<file path="config.mk">
export PLATFORM = sky130hd
export DESIGN_NAME = reflet_timer_multi
export DESIGN_NICKNAME = d
export VERILOG_FILES = /design/src/rtl/reflet_timer_multi.sv
export SDC_FILE = /design/constraint.sdc
export NUM_CORES = 1
export LEC_CHECK = 0
export CAP_MARGIN = 20
export CORE_MARGIN = 5
export CORE_UTILIZATION = 55
export DETAILED_ROUTE_END_ITERATION = 10
export PLACE_DENSITY_LB_ADDON = 0.05
export SLEW_MARGIN = 0
export SYNTH_ARGS = -nofsm -noshare
export SYNTH_HDL_FRONTEND = slang
export SYNTH_SLANG_ARGS = --single-unit
</file>
<file path="constraint.sdc">
create_clock -name clk -period 3 [get_ports clk]
set_input_delay 0.3 -clock clk [delete_from_list [all_inputs] [get_ports clk]]
set_output_delay 0.3 -clock clk [all_outputs]
set_load 0.01 [all_outputs]
</file>
<file path="src/rtl/reflet_timer_multi.sv">
// Multi-channel memory-mapped timer: per-channel prescaler, compare counter, one-shot/periodic
// mode, sticky W1C pending flag and a byte-0-triggered coherent count snapshot.
module reflet_timer_multi #(
  parameter int unsigned                base_addr_size = 16,
  parameter logic [base_addr_size-1:0]  base_addr      = base_addr_size'(16'hFF10),
  parameter int unsigned                channels       = 2,
  parameter int unsigned                counter_width  = 16
) (
  input  logic                      clk,
  input  logic                      reset,
  input  logic                      enable,
  input  logic [base_addr_size-1:0] addr,
  input  logic                      write_en,
  input  logic [7:0]                data_in,
  output logic [7:0]                data_out,
  output logic                      interrupt,
  output logic [channels-1:0]       irq
);

  localparam int unsigned NumBytes = counter_width / 8;
  localparam logic [base_addr_size-1:0] WinSize = base_addr_size'(16 * channels);
  localparam logic [counter_width-1:0] CntOne = counter_width'(1);

  logic [base_addr_size-1:0] offset;
  logic                      sel;
  logic [1:0]                ch_idx;
  logic [3:0]                reg_idx;

  assign offset  = addr - base_addr;
  assign sel     = enable && (addr >= base_addr) && (offset < WinSize);
  assign ch_idx  = offset[5:4];
  assign reg_idx = offset[3:0];

  logic [channels-1:0]      run_q, run_d, oneshot_q, oneshot_d;
  logic [channels-1:0]      irq_en_q, irq_en_d, pending_q, pending_d;
  logic [7:0]               presc_q  [channels];
  logic [7:0]               presc_d  [channels];
  logic [7:0]               pcnt_q   [channels];
  logic [7:0]               pcnt_d   [channels];
  logic [counter_width-1:0] cmp_q    [channels];
  logic [counter_width-1:0] cmp_d    [channels];
  logic [counter_width-1:0] cnt_q    [channels];
  logic [counter_width-1:0] cnt_d    [channels];
  logic [counter_width-1:0] shadow_q [channels];
  logic [counter_width-1:0] shadow_d [channels];

  logic        wr_ch, rd_ch, tick, term, restart;
  logic [31:0] wr_ext;

  always_comb begin
    run_d     = run_q;
    oneshot_d = oneshot_q;
    irq_en_d  = irq_en_q;
    pending_d = pending_q;
    presc_d   = presc_q;
    pcnt_d    = pcnt_q;
    cmp_d     = cmp_q;
    cnt_d     = cnt_q;
    shadow_d  = shadow_q;
    wr_ch     = 1'b0;
    rd_ch     = 1'b0;
    tick      = 1'b0;
    term      = 1'b0;
    restart   = 1'b0;
    wr_ext    = '0;
    for (int i = 0; i < channels; i++) begin
      wr_ch   = sel && write_en && (ch_idx == 2'(i));
      rd_ch   = sel && !write_en && (ch_idx == 2'(i));
      tick    = 1'b0;
      term    = 1'b0;
      restart = 1'b0;
      wr_ext  = 32'(cmp_q[i]);

      if (run_q[i] && (cmp_q[i] != '0)) begin
        if (pcnt_q[i] == presc_q[i]) begin
          tick      = 1'b1;
          pcnt_d[i] = '0;
        end else begin
          pcnt_d[i] = pcnt_q[i] + 8'd1;
        end
        if (tick) begin
          if (cnt_q[i] == cmp_q[i] - CntOne) begin
            term     = 1'b1;
            cnt_d[i] = '0;
          end else begin
            cnt_d[i] = cnt_q[i] + CntOne;
          end
        end
      end

      if (term) begin
        pending_d[i] = 1'b1;
        if (oneshot_q[i]) run_d[i] = 1'b0;
      end

      // Bus writes come after the hardware update so a ctrl write beats a one-shot stop.
      if (wr_ch) begin
        case (reg_idx)
          4'd0: begin
            restart      = data_in[0] && !run_q[i];
            run_d[i]     = data_in[0];
            oneshot_d[i] = data_in[1];
            irq_en_d[i]  = data_in[2];
          end
          4'd1: if (data_in[0] && !term) pending_d[i] = 1'b0;
          4'd2: presc_d[i] = data_in;
          4'd4, 4'd5, 4'd6, 4'd7: begin
            if (32'(reg_idx[1:0]) < NumBytes) begin
              wr_ext[8*reg_idx[1:0] +: 8] = data_in;
              cmp_d[i] = wr_ext[counter_width-1:0];
              restart  = 1'b1;
            end
          end
          default: ;
        endcase
      end

      if (restart) begin
        pcnt_d[i] = '0;
        cnt_d[i]  = '0;
      end

      if (rd_ch && (reg_idx == 4'd8)) shadow_d[i] = cnt_q[i];
    end
  end

  always_ff @(posedge clk) begin
    if (reset) begin
      run_q     <= '0;
      oneshot_q <= '0;
      irq_en_q  <= '0;
      pending_q <= '0;
      for (int i = 0; i < channels; i++) begin
        presc_q[i]  <= '0;
        pcnt_q[i]   <= '0;
        cmp_q[i]    <= '0;
        cnt_q[i]    <= '0;
        shadow_q[i] <= '0;
      end
    end else begin
      run_q     <= run_d;
      oneshot_q <= oneshot_d;
      irq_en_q  <= irq_en_d;
      pending_q <= pending_d;
      presc_q   <= presc_d;
      pcnt_q    <= pcnt_d;
      cmp_q     <= cmp_d;
      cnt_q     <= cnt_d;
      shadow_q  <= shadow_d;
    end
  end

  logic [31:0] cmp_ext, cnt_ext, sh_ext;

  always_comb begin
    data_out = '0;
    cmp_ext  = '0;
    cnt_ext  = '0;
    sh_ext   = '0;
    if (sel && !reset) begin
      for (int i = 0; i < channels; i++) begin
        if (ch_idx == 2'(i)) begin
          cmp_ext = 32'(cmp_q[i]);
          cnt_ext = 32'(cnt_q[i]);
          sh_ext  = 32'(shadow_q[i]);
          case (reg_idx)
            4'd0:                   data_out = {5'b0, irq_en_q[i], oneshot_q[i], run_q[i]};
            4'd1:                   data_out = {7'b0, pending_q[i]};
            4'd2:                   data_out = presc_q[i];
            4'd4, 4'd5, 4'd6, 4'd7: data_out = cmp_ext[8*reg_idx[1:0] +: 8];
            4'd8:                   data_out = cnt_ext[7:0];
            4'd9, 4'd10, 4'd11:     data_out = sh_ext[8*reg_idx[1:0] +: 8];
            default:                data_out = '0;
          endcase
        end
      end
    end
  end

  assign irq       = pending_q & irq_en_q;
  assign interrupt = |irq;

endmodule

</file>
======== Word-level counts from Yosys, hierarchy flattened ========
Cells that the tools add are included.
cells by class
  muxes and demuxes ....................... 42
  bitwise operators ....................... 1
  reduce and logical (&&, ||, !) cells .... 40
  $add $sub $neg .......................... 8
  eq/ne operators ......................... 15
  shift operators ......................... 6
  magnitude comparators ................... 3
operators with widths
  cell                                                         number
  variable part select 32 x 6 -> 8 bit                         4
  one-hot mux 8 bit (6 select lines)                           2
  bitwise mux 32 bit                                           2
  two-way mux 8 bit                                            5
  negator 5 -> 34 bit                                          1
  variable shift 8 x 34 -> 32 bit, first input constant        1
  variable part select 8 x 34 -> 32 bit                        1
  adder 16 x 1 -> 16 bit, second input constant                2
  equality test 16 bit                                         2
  two-way mux 16 bit                                           2
  nonzero test 16 bit                                          2
  subtractor 16 x 1 -> 16 bit, second input constant           2
  two-way mux 1 bit                                            29
  logical AND 1 bit                                            17
  adder 8 x 1 -> 8 bit, second input constant                  2
  equality test 4 x 3 -> 1 bit, second input constant          4
  equality test 4 bit, second input constant                   4
  equality test 8 bit                                          2
  greater-or-equal comparator 16 bit, second input constant    1
  less-than comparator 16 x 6 -> 1 bit, second input constant  1
  subtractor 16 bit, second input constant                     1
  AND reduction 2 bit                                          6
  logical NOT 1 bit                                            6
  AND reduction 3 bit                                          2
  other kinds (11)                                             14
storage, ports and cells
  input bits .............................. 28
  output and inout port bits .............. 11
  word-level logic and storage cells ...... 131
  flip-flop bits (word level) ............. 136

======== Longest topological paths before layout ========
Gate-level depths: netlist of the first run.
  depth in word-level cells ............... 10
  mapped depth ............................ 13

======== Least setup slack after synthesis of the first run ========
OpenSTA, ideal clock, no wires.
  kind .................................... input to output
  from .................................... in addr[0]
  to ...................................... out data_out[3]
  buffers on the path ..................... 4
  cell stages on the path ................. 10
  arrival time ............................ 3.006 ns
  path slack .............................. -0.306 ns
  cells stage by stage .................... buf_1 -> clkbuf_1 -> inv_1 -> ha_1 -> o31a_1 -> clkbuf_1 -> buf_1 -> mux4_2 -> nand2_1 -> a311oi_1
on the way
  longest elaborated chain between the ends .. 7
  elaborated cells on any way between the ends .. 30
RTL lines
  element                                                                    RTL line  source
  start: declaration                                                         12        input logic [base_addr_size-1:0] addr,
  parallel branches: the longest is 6 deep, another holds subtractor 16 bit  -
  two-way mux 8 bit (*)                                                      160       if (sel && !reset) begin
  end: declaration                                                           15        output logic [7:0] data_out,
Mark *: on every way between the ends.

======== Worst setup path after layout of the first run ========
  from .................................... in addr[4]
  to ...................................... out data_out[4]
on the way
  longest elaborated chain between the ends .. 5
  elaborated cells on any way between the ends .. 11
RTL lines
  element                                                                  RTL line  source
  subtractor 16 bit or greater-or-equal comparator 16 bit (tied branches)  29, 30
  less-than comparator 16 x 6 -> 1 bit (tied with other cells)             30        assign sel = enable && (addr >= base_addr) && (offset < WinSize);
  logical AND 1 bit or two-way mux 8 bit (tied branches)                   30, 162
  logical AND 1 bit or two-way mux 8 bit (tied branches)                   160, 162
  two-way mux 8 bit (*)                                                    160
Every way passes the cells marked *; elsewhere a longest branch is shown, timed or not.

==> results of run 1 <==
## kinds of logic (layout without fill, tap and decap cells)
group                    after synthesis  count (layout)  synth area share, %
adder cells (fa/ha/maj)               13              13                 2.05
XOR/XNOR                              87              87                 9.61
AND/OR/NAND/NOR                      412             412                 25.9
buffers and inverters                 82             168                 4.21
AO/OA/AOI/OAI                        117             117                 10.1
multiplexers                          90              90                 13.9
flip-flops                           136             136                 34.3
## cell usage in the layout (no fill, tap or decap), drive strengths merged, types with 27 or more instances in the layout
master,count
buf,75
nand3,49
mux2i,74
dfxtp,136
a21oi,40
xor2,39
inv,27
xnor2,48
clkdlybuf4s50,27
nor2,144
nand2,76
## registers in the layout, indices dropped and copies added, names as in the netlist
register	flops
cmp_q	32
cnt_q	32
shadow_q	32
pcnt_q	16
presc_q	16
irq_en_q	2
oneshot_q	2
pending_q	2
run_q	2
## stage by stage
stage	util, %	setup WS, ns	instances	TNS [ns]	hold slack [ns]
after global routing	68.7	-0.0679	1203	-0.162	0.527
after detailed placement	63.0	-0.539	1165	-4.18	0.484
final	68.7	0.0588	1203	0	0.497
after global placement	63.0	-0.409	1165	-3.16	0.473
after floorplan	-	0.0918	937	0	0.444
after CTS	68.2	-0.246	1199	-0.665	0.495
## metal layers
metal  share of wire (%)  global-route usage, %  wire length (microns)  vias up
met5                   0                      0                      0        -
met4                 5.9                   18.3                   1420        0
met3                 6.0                   5.20                   1440       78
met2                  47                   46.6                  11200      285
met1                  41                   36.6                   9980     3460
li1                    -                      -                      -     3469
## what timing repair did
| item | CTS | global route |
|---|---|---|
| pin swaps | 1 | 4 |
| buffers inserted | 2 | 4 |
| setup endpoints to repair | 8 | 8 |
| gates resized for setup | 26 | 17 |
| endpoints found under the hold margin | 0 | 0 |
## final cells by class
class	instances	area, sq um	area share [%]
clock buffer	22	484	5.04
clock inverter	10	165	1.72
inverter	26	97.6	1.02
multi-input combinational	719	4990	51.9
sequential	136	2720	28.3
tap	180	225	2.34
timing repair buffer	110	926	9.63
## power breakdown
part	switching [mW]	leakage (nW)	internal [mW]
clock	0.810	0.321	1.48
combinational	0.145	2.77	0.102
sequential	0.00972	1.10	1.81
total	0.965	4.18	3.40
## path summary, 6_finish.rpt
check / startpoint / endpoint / slack [ns]
worst max-delay path: addr[4] / data_out[4] / 0.06
worst min-delay path: shadow_q[18] / shadow_q[18] / 0.50
worst max register to register: cmp_q[17] / cnt_q[28] / 0.16
worst min register to register: shadow_q[18] / shadow_q[18] / 0.50
## worst max-delay path, cell delays in order
cell	delay, ns
clkdlybuf4s50_1	0.48
inv_1	0.06
ha_1	0.21
nor2b_1	0.13
or4_4	0.53
a21oi_4	0.17
nand2_4	0.12
a311oi_2	0.33
dlygate4sd2_1	0.31
==> flow_metrics.env, run 1 <==
export IMPL_status="finished, final reports clean"
export IMPL_cap_viol_max_count=0
export IMPL_netlist_instances=937
export IMPL_crit_arrival_ns=2.64
export IMPL_grt_pass1_wl_mm=38.3
export IMPL_fin_crit_sh_pct=98.0
export IMPL_syn_nets=978
export IMPL_gp_congestion=0.966
export IMPL_nFillCells=1130
export IMPL_row_count=43
export IMPL_synth_area_top_cells="dfxtp_1 (34%), mux2i_1 (9.3%), nor2_1 (6.8%)"
export IMPL_synth_async_sr_flop_share_pct=0
export IMPL_pin_count=39
export IMPL_dieArea_sq_mm=0.0169
export IMPL_min_path_type="flip-flop to flip-flop"
export IMPL_ys_seq_area_share_pct=34.3
export IMPL_ctsLongestPathBuffers=2
export IMPL_rsz0062_at_grt="yes"
export IMPL_ir_drop_uv=435
export IMPL_post_drt_wl_per_cell_microns=20.0
export IMPL_io_buffers=38
export IMPL_synth_edf_count=0
export IMPL_wl_mm=24.1
export IMPL_cts_buffers=17
export IMPL_drc=0
export IMPL_grt_pass1_vias=7158
export IMPL_finalPower_mw=4.36
export IMPL_die_x_microns=130
export IMPL_hold_viol_final=0
export IMPL_ant_nets=0
export IMPL_rr_worst_depth=7
export IMPL_nets=1051
export IMPL_synth_top_cell_area_share_pct=34.3
export IMPL_p_leak_nw=4.18
export IMPL_slew_viol_final=0
export IMPL_via_per_inst=6.06
export IMPL_cts_sinks=136
export IMPL_netlist_top_cells_count="nor2_1 (144), dfxtp_1 (136), nand2_1 (76)"
export IMPL_grt_start_max_net_pins=92
export IMPL_syn_avg_cell_area_sq_um=8.46
export IMPL_layout_drive_gt1_share_pct=15.4
export IMPL_core_area_sq_mm=0.0140
export IMPL_fin_crit_ns=2.94
export IMPL_cts_tree="done"
export IMPL_ctsHoldBuffers=0
export IMPL_syn_cell_area_sq_mm=0.00793
export IMPL_powerDensity_mw_per_mm2=454
export IMPL_placed_cell_area_sq_mm=0.00882
export IMPL_max_slew_margin_pct=36.4
export IMPL_setup_violations=0
export IMPL_insertion_delay_ns=0.42
export IMPL_gr_total_overflow=0
export IMPL_cts_root_buffer_cell="clkbuf_16"
export IMPL_grt_use_total_pct=29.2
export IMPL_dp_hpwl_mm=17.9
export IMPL_cp_max_fo=8
export IMPL_yosysUniqueCellTypes=66
export IMPL_tightest_slew_ns=0.953
export IMPL_synth_most_common_cell="nor2_1"
export IMPL_finalClockSkew_ns=0.00907
export IMPL_design_area_sq_mm=0.00961
export IMPL_die_h_microns=130
export IMPL_worstHoldPathCells=2
export IMPL_antenna_cells=0
export IMPL_initial_core_util_pct=56.7
export IMPL_max_freq_mhz=340
export IMPL_start_kind="input pin"
export IMPL_synth_top_cell_by_area="dfxtp_1"
export IMPL_critPathKind="input pin to output pin"
export IMPL_cp_required_ns=2.70
export IMPL_cts_clk_slew_worst_paths_ns=0.06
export IMPL_synth_seq_cells=136
export IMPL_drt_initial_drc_count=593
export IMPL_antenna_found_initial=0
export IMPL_synthFlopType="dfxtp_1"
export IMPL_area_growth_syn_to_layout_pct=21.2
export IMPL_firstDrtPassIters=8
export IMPL_vias=7292
export IMPL_yosys_warnings=0
export IMPL_crit_path_end_kind="output pin"
export IMPL_htree_num_levels=4
Power figures use the tool's default switching activity.
==> inputs of run 2 (changes only) <==
--- a/config.mk
+++ b/config.mk
@@ -7,7 +7,7 @@
 export LEC_CHECK = 0
 export CAP_MARGIN = 20
 export CORE_MARGIN = 5
-export CORE_UTILIZATION = 55
+export CORE_UTILIZATION = 28
 export DETAILED_ROUTE_END_ITERATION = 10
 export PLACE_DENSITY_LB_ADDON = 0.05
 export SLEW_MARGIN = 0
==> flow_metrics.env, run 2 (synthesis results as in run 1) <==
export IMPL_status="finished, final reports clean"
export IMPL_layout_drive_gt1_share_pct=19.9
export IMPL_reg_top3="cmp_q x32, cnt_q x32, shadow_q x32"
export IMPL_critPathKind="input pin to output pin"
export IMPL_area_growth_syn_to_layout_pct=28.6
export IMPL_finalClockSkew_ns=0.0168
export IMPL_antenna_found_initial=0
export IMPL_gp_congestion=0.798
export IMPL_placed_cells=1405
export IMPL_start_kind="input pin"
export IMPL_firstDrtPassIters=5
export IMPL_ir_drop_uv=265
export IMPL_via_per_inst=4.94
export IMPL_htree_num_levels=4
export IMPL_die_h_microns=178
export IMPL_pwr_share_seq_pct=42.1
export IMPL_combPwrFrac_pct=6.5
export IMPL_slowest_stage="o31a_1"
export IMPL_final_core_util_pct=36.6
export IMPL_fin_tns_setup_ns=0
export IMPL_wl_mm=28.8
export IMPL_cap_viol_max_count=0
export IMPL_fin_crit_sh_pct=97.8
export IMPL_cp_required_ns=2.70
export IMPL_clkPwrFrac_pct=51.4
export IMPL_instances_no_fill=1446
export IMPL_cts_buffers=17
export IMPL_ant_nets=0
export IMPL_insertion_delay_ns=0.43
export IMPL_cts_sinks=136
export IMPL_p_sw_share_pct=25.8
export IMPL_power_switching_mw=1.11
export IMPL_layout_commonest_cell="nor2_1"
export IMPL_post_drt_wl_per_cell_microns=19.9
export IMPL_cts_root_buffer_cell="clkbuf_16"
export IMPL_dieArea_sq_mm=0.0318
export IMPL_pin_count=39
export IMPL_cp_max_fo=5
export IMPL_tightest_slew_ns=0.754
export IMPL_grt_pass1_vias=7222
export IMPL_gr_total_overflow=0
export IMPL_antenna_cells=0
export IMPL_dp_hpwl_mm=22.0
export IMPL_slowest_delay_ns=0.35
export IMPL_core_area_sq_mm=0.0279
export IMPL_grt_start_max_net_pins=63
export IMPL_cts_tree="done"
export IMPL_path_cells="clkdlybuf4s15_2, buf_4, ha_2, o31a_1, buf_4, buf_4, mux4_2, nand2_1, nand3_2, a21oi_4, nor3_4, buf_4, dlygate4sd2_1"
export IMPL_min_path_type="input pin to flip-flop"
export IMPL_max_slew_margin_pct=49.3
export IMPL_grt_use_total_pct=18.3
export IMPL_crit_path_end_kind="output pin"
export IMPL_io_buffers=38
export IMPL_mostFrequentLayoutCells="nor2_1 (144), dfxtp_1 (136), buf_4 (117)"
export IMPL_setup_violations=0
export IMPL_die_x_microns=178
export IMPL_hold_viol_final=0
export IMPL_crit_arrival_ns=2.63
export IMPL_nFillCells=2908
export IMPL_crit_top_cell="buf_4"
export IMPL_slew_viol_final=0
export IMPL_drc=0
export IMPL_powerDensity_mw_per_mm2=422
export IMPL_p_int_mw=3.20
export IMPL_row_count=61
export IMPL_grt_pass1_wl_mm=44.2
export IMPL_initial_core_util_pct=28.5
export IMPL_rsz0062_at_grt="yes"
export IMPL_drt_initial_drc_count=447
export IMPL_ctsLongestPathBuffers=2
export IMPL_max_freq_mhz=341
export IMPL_cts_clk_slew_worst_paths_ns=0.07
export IMPL_nets=1096
export IMPL_p_leak_nw=4.36
export IMPL_fin_crit_ns=2.93
export IMPL_vias=7143
-- run 2: cell count changes in the layout (fill, tap and decap cells not counted), sizes merged, moves of 2 or more --
cell / delta
buf: +50
clkbuf: -6
inv: +5
clkinvlp: +4
clkinv: -3
bufinv: -2
clkdlybuf4s50: -2
-- run 2: routing by layer --
metal  vias to the layer above  wire length (microns)  track usage (%)
met2                       123                  13600             30.6
met4                         0                    846             6.20
met5                         -                      0                0
met3                        33                    834             2.99
met1                      3425                  13500             24.1
li1                       3562                      -                -
-- run 2: cell type report --
cell class | instances | area (sq um) | share of cell area [%]
inverter | 26 | 97.6 | 0.957
tap | 378 | 473 | 4.64
multi-input combinational | 719 | 5020 | 49.3
clock inverter | 14 | 163 | 1.59
timing repair buffer | 155 | 1280 | 12.5
clock buffer | 18 | 439 | 4.31
sequential | 136 | 2720 | 26.7
-- run 2: stage by stage --
step / hold WS [ns] / worst slack, ns / cell area, sq um / total power [mW]
after global routing: 0.405 / -0.0758 / 10200 / 4.44
after detailed placement: 0.484 / -0.649 / 9390 / 2.12
final: 0.392 / 0.0666 / 10200 / 4.31
after floorplan: 0.444 / 0.0918 / 7930 / 1.98
after global placement: 0.477 / -0.636 / 9390 / 2.12
after CTS: 0.390 / 0.00228 / 10100 / 4.36
-- run 2: critical path: cells and delay by family --
kind / cells / cell delay [ns]
muxes: 1 / 0.28
AOI/OAI and AO/OA: 2 / 0.53
adders and majority gates: 1 / 0.18
buffers and inverters: 6 / 1.06
and+or+nand+nor: 3 / 0.28
-- run 2: path summary, 6_finish.rpt --
path / from / to / slack, ns / cells after the start
min: reset / oneshot_q[1] / 0.39 / 3
max: addr[1] / data_out[2] / 0.07 / 13
max reg2reg: cmp_q[16] / cnt_q[19] / 0.13 / 7
min reg2reg: pending_q[1] / pending_q[1] / 0.49 / 2
-- run 2: what timing repair did --
action | CTS | global route
gates cloned | 0 | 0
hold buffers | 0 | 0
buffers inserted | 7 | 3
pin swaps | 8 | 8
gates resized for setup | 57 | 11
setup endpoints to repair | 8 | 9
-- run 2: power groups by stage --
stage	registers, mW	clock network, mW	logic (mW)
final	1.81	2.22	0.278
after global routing	1.81	2.32	0.301
after CTS	1.81	2.27	0.274
after detailed placement	1.86	0	0.263
after global placement	1.86	0	0.266
after floorplan	1.85	0	0.126
==> inputs of run 3 (changes only) <==
--- a/config.mk
+++ b/config.mk
@@ -10,6 +10,7 @@
 export CORE_UTILIZATION = 28
 export DETAILED_ROUTE_END_ITERATION = 10
 export PLACE_DENSITY_LB_ADDON = 0.05
+export REMOVE_ABC_BUFFERS = 1
 export SLEW_MARGIN = 0
 export SYNTH_ARGS = -nofsm -noshare
 export SYNTH_HDL_FRONTEND = slang
==> flow_metrics.env, run 3 (synthesis results as in run 1) <==
export IMPL_status="finished, final reports clean"
export IMPL_antenna_found_initial=0
export IMPL_powerDensity_mw_per_mm2=430
export IMPL_fin_tns_setup_ns=0
export IMPL_initial_core_util_pct=28.5
export IMPL_cts_sinks=136
export IMPL_cts_clk_slew_worst_paths_ns=0.06
export IMPL_grt_pass1_vias=7029
export IMPL_cts_buffers=17
export IMPL_ctsLongestPathBuffers=2
export IMPL_insertion_delay_ns=0.42
export IMPL_area_growth_syn_to_layout_pct=27.0
export IMPL_dp_hpwl_mm=22.0
export IMPL_io_buffers=38
export IMPL_ant_nets=0
export IMPL_slowest_stage="or4_4"
export IMPL_dieArea_sq_mm=0.0318
export IMPL_finalPower_mw=4.33
export IMPL_start_kind="input pin"
export IMPL_gr_total_overflow=0
export IMPL_cts_root_buffer_cell="clkbuf_16"
export IMPL_fin_crit_sh_pct=97.7
export IMPL_row_count=61
export IMPL_slew_viol_final=0
export IMPL_gp_congestion=0.818
export IMPL_tightest_slew_ns=0.680
export IMPL_crit_path_end_kind="output pin"
export IMPL_antenna_cells=0
export IMPL_cp_required_ns=2.70
export IMPL_min_path_type="input pin to flip-flop"
export IMPL_max_slew_margin_pct=54.6
export IMPL_layout_commonest_cell="nor2_1"
export IMPL_die_h_microns=178
export IMPL_placed_cell_area_sq_mm=0.00938
export IMPL_timing_final_ws_setup_ns=0.0686
export IMPL_placed_cells=1404
export IMPL_reg2reg_slack_ns=0.20
export IMPL_cp_max_fo=8
export IMPL_mostFrequentLayoutCells="nor2_1 (144), dfxtp_1 (136), buf_4 (102)"
export IMPL_grt_use_total_pct=18.4
export IMPL_die_x_microns=178
export IMPL_reg_top3="cmp_q x32, cnt_q x32, shadow_q x32"
export IMPL_design_area_sq_mm=0.0101
export IMPL_vias=7049
export IMPL_via_per_inst=4.92
export IMPL_instances_no_fill=1434
export IMPL_grt_start_max_net_pins=53
export IMPL_firstDrtPassIters=5
export IMPL_rsz0062_at_grt="no"
export IMPL_nFillCells=2873
export IMPL_ir_drop_uv=292
export IMPL_wl_mm=28.5
export IMPL_max_freq_mhz=341
export IMPL_hold_viol_final=0
export IMPL_layout_drive_gt1_share_pct=18.4
export IMPL_pin_count=39
export IMPL_post_drt_wl_per_cell_microns=19.9
export IMPL_drc=0
export IMPL_dp_slack_ns=-0.589
export IMPL_cap_viol_max_count=0
export IMPL_ctsHoldBuffers=0
export IMPL_nets=1084
export IMPL_setup_violations=0
export IMPL_path_cells="clkdlybuf4s50_1, inv_1, ha_1, nand4_1, or4_4, a21oi_4, nand2_4, a311oi_1, buf_4, buf_2"
export IMPL_critPathKind="input pin to output pin"
export IMPL_p_leak_nw=4.28
export IMPL_slowest_delay_ns=0.51
export IMPL_finalClockSkew_ns=0.00805
export IMPL_core_area_sq_mm=0.0279
export IMPL_cts_tree="done"
export IMPL_htree_num_levels=4
export IMPL_fin_crit_ns=2.93
export IMPL_drt_initial_drc_count=537
export IMPL_crit_arrival_ns=2.63
export IMPL_grt_pass1_wl_mm=44.1
run 3: cell types whose count changed in the layout (fill, tap and decap cells not counted), moves of 3 or more:
cell / before / now
dlygate4sd2_1: 1 / 5
inv_6: 5 / 1
buf_4: 117 / 102
a311oi_2: 5 / 2
buf_2: 2 / 5
a21oi_2: 2 / 5
run 3: routing by layer:
metal	GRT usage [%]	routed length, microns	vias to the layer above
met2	31.2	14000	99
li1	-	-	3543
met5	0	0	-
met1	24.2	13200	3387
met4	4.57	530	0
met3	3.31	768	20
run 3: path summary, 6_finish.rpt:
check / depth (start not counted) / end / from
max: 10 / data_out[5] / addr[5]
min: 3 / shadow_q[10] / reset
min reg2reg: 2 / shadow_q[22] / shadow_q[22]
max reg2reg: 9 / run_q[1] / cmp_q[1]
run 3: final cells by class:
class | instances | area (sq um) | area share, %
repair buffers | 143 | 1170 | 11.6
inverters | 26 | 97.6 | 0.969
flip-flops and latches | 136 | 2720 | 27.0
clock inverters | 10 | 143 | 1.42
clock buffers | 22 | 474 | 4.71
well taps | 378 | 473 | 4.70
multi-input cells | 719 | 5000 | 49.6
run 3: what timing repair did:
| action | 4_1_cts | 5_1_grt |
|---|---|---|
| cloned | 0 | 0 |
| pin swaps | 18 | 0 |
| setup endpoints to repair | 8 | 18 |
| endpoints found under the hold margin | 0 | 0 |
| setup buffers | 1 | 0 |
| gates resized for setup | 46 | 5 |
run 3: worst max-delay path, delay by kind of cell:
family / cells / cell delay [ns]
simple gates: 3 / 0.73
buf+inv: 4 / 0.85
compound gates: 2 / 0.48
fa+ha+maj: 1 / 0.27
run 3: report_power, final:
part	internal [mW]	total [mW]	switching, mW
Sequential	1.81	1.81	0.00425
Clock	1.38	2.24	0.866
Combinational	0.114	0.276	0.162
Total	3.30	4.33	1.03
run 3: metrics by stage:
step           hold WS [ns]  utilization, %
6_report              0.466            36.2
5_1_grt               0.489            36.2
4_1_cts               0.468            36.0
3_5_place_dp          0.483            33.7
3_3_place_gp          0.474            33.7
2_1_floorplan         0.369               -
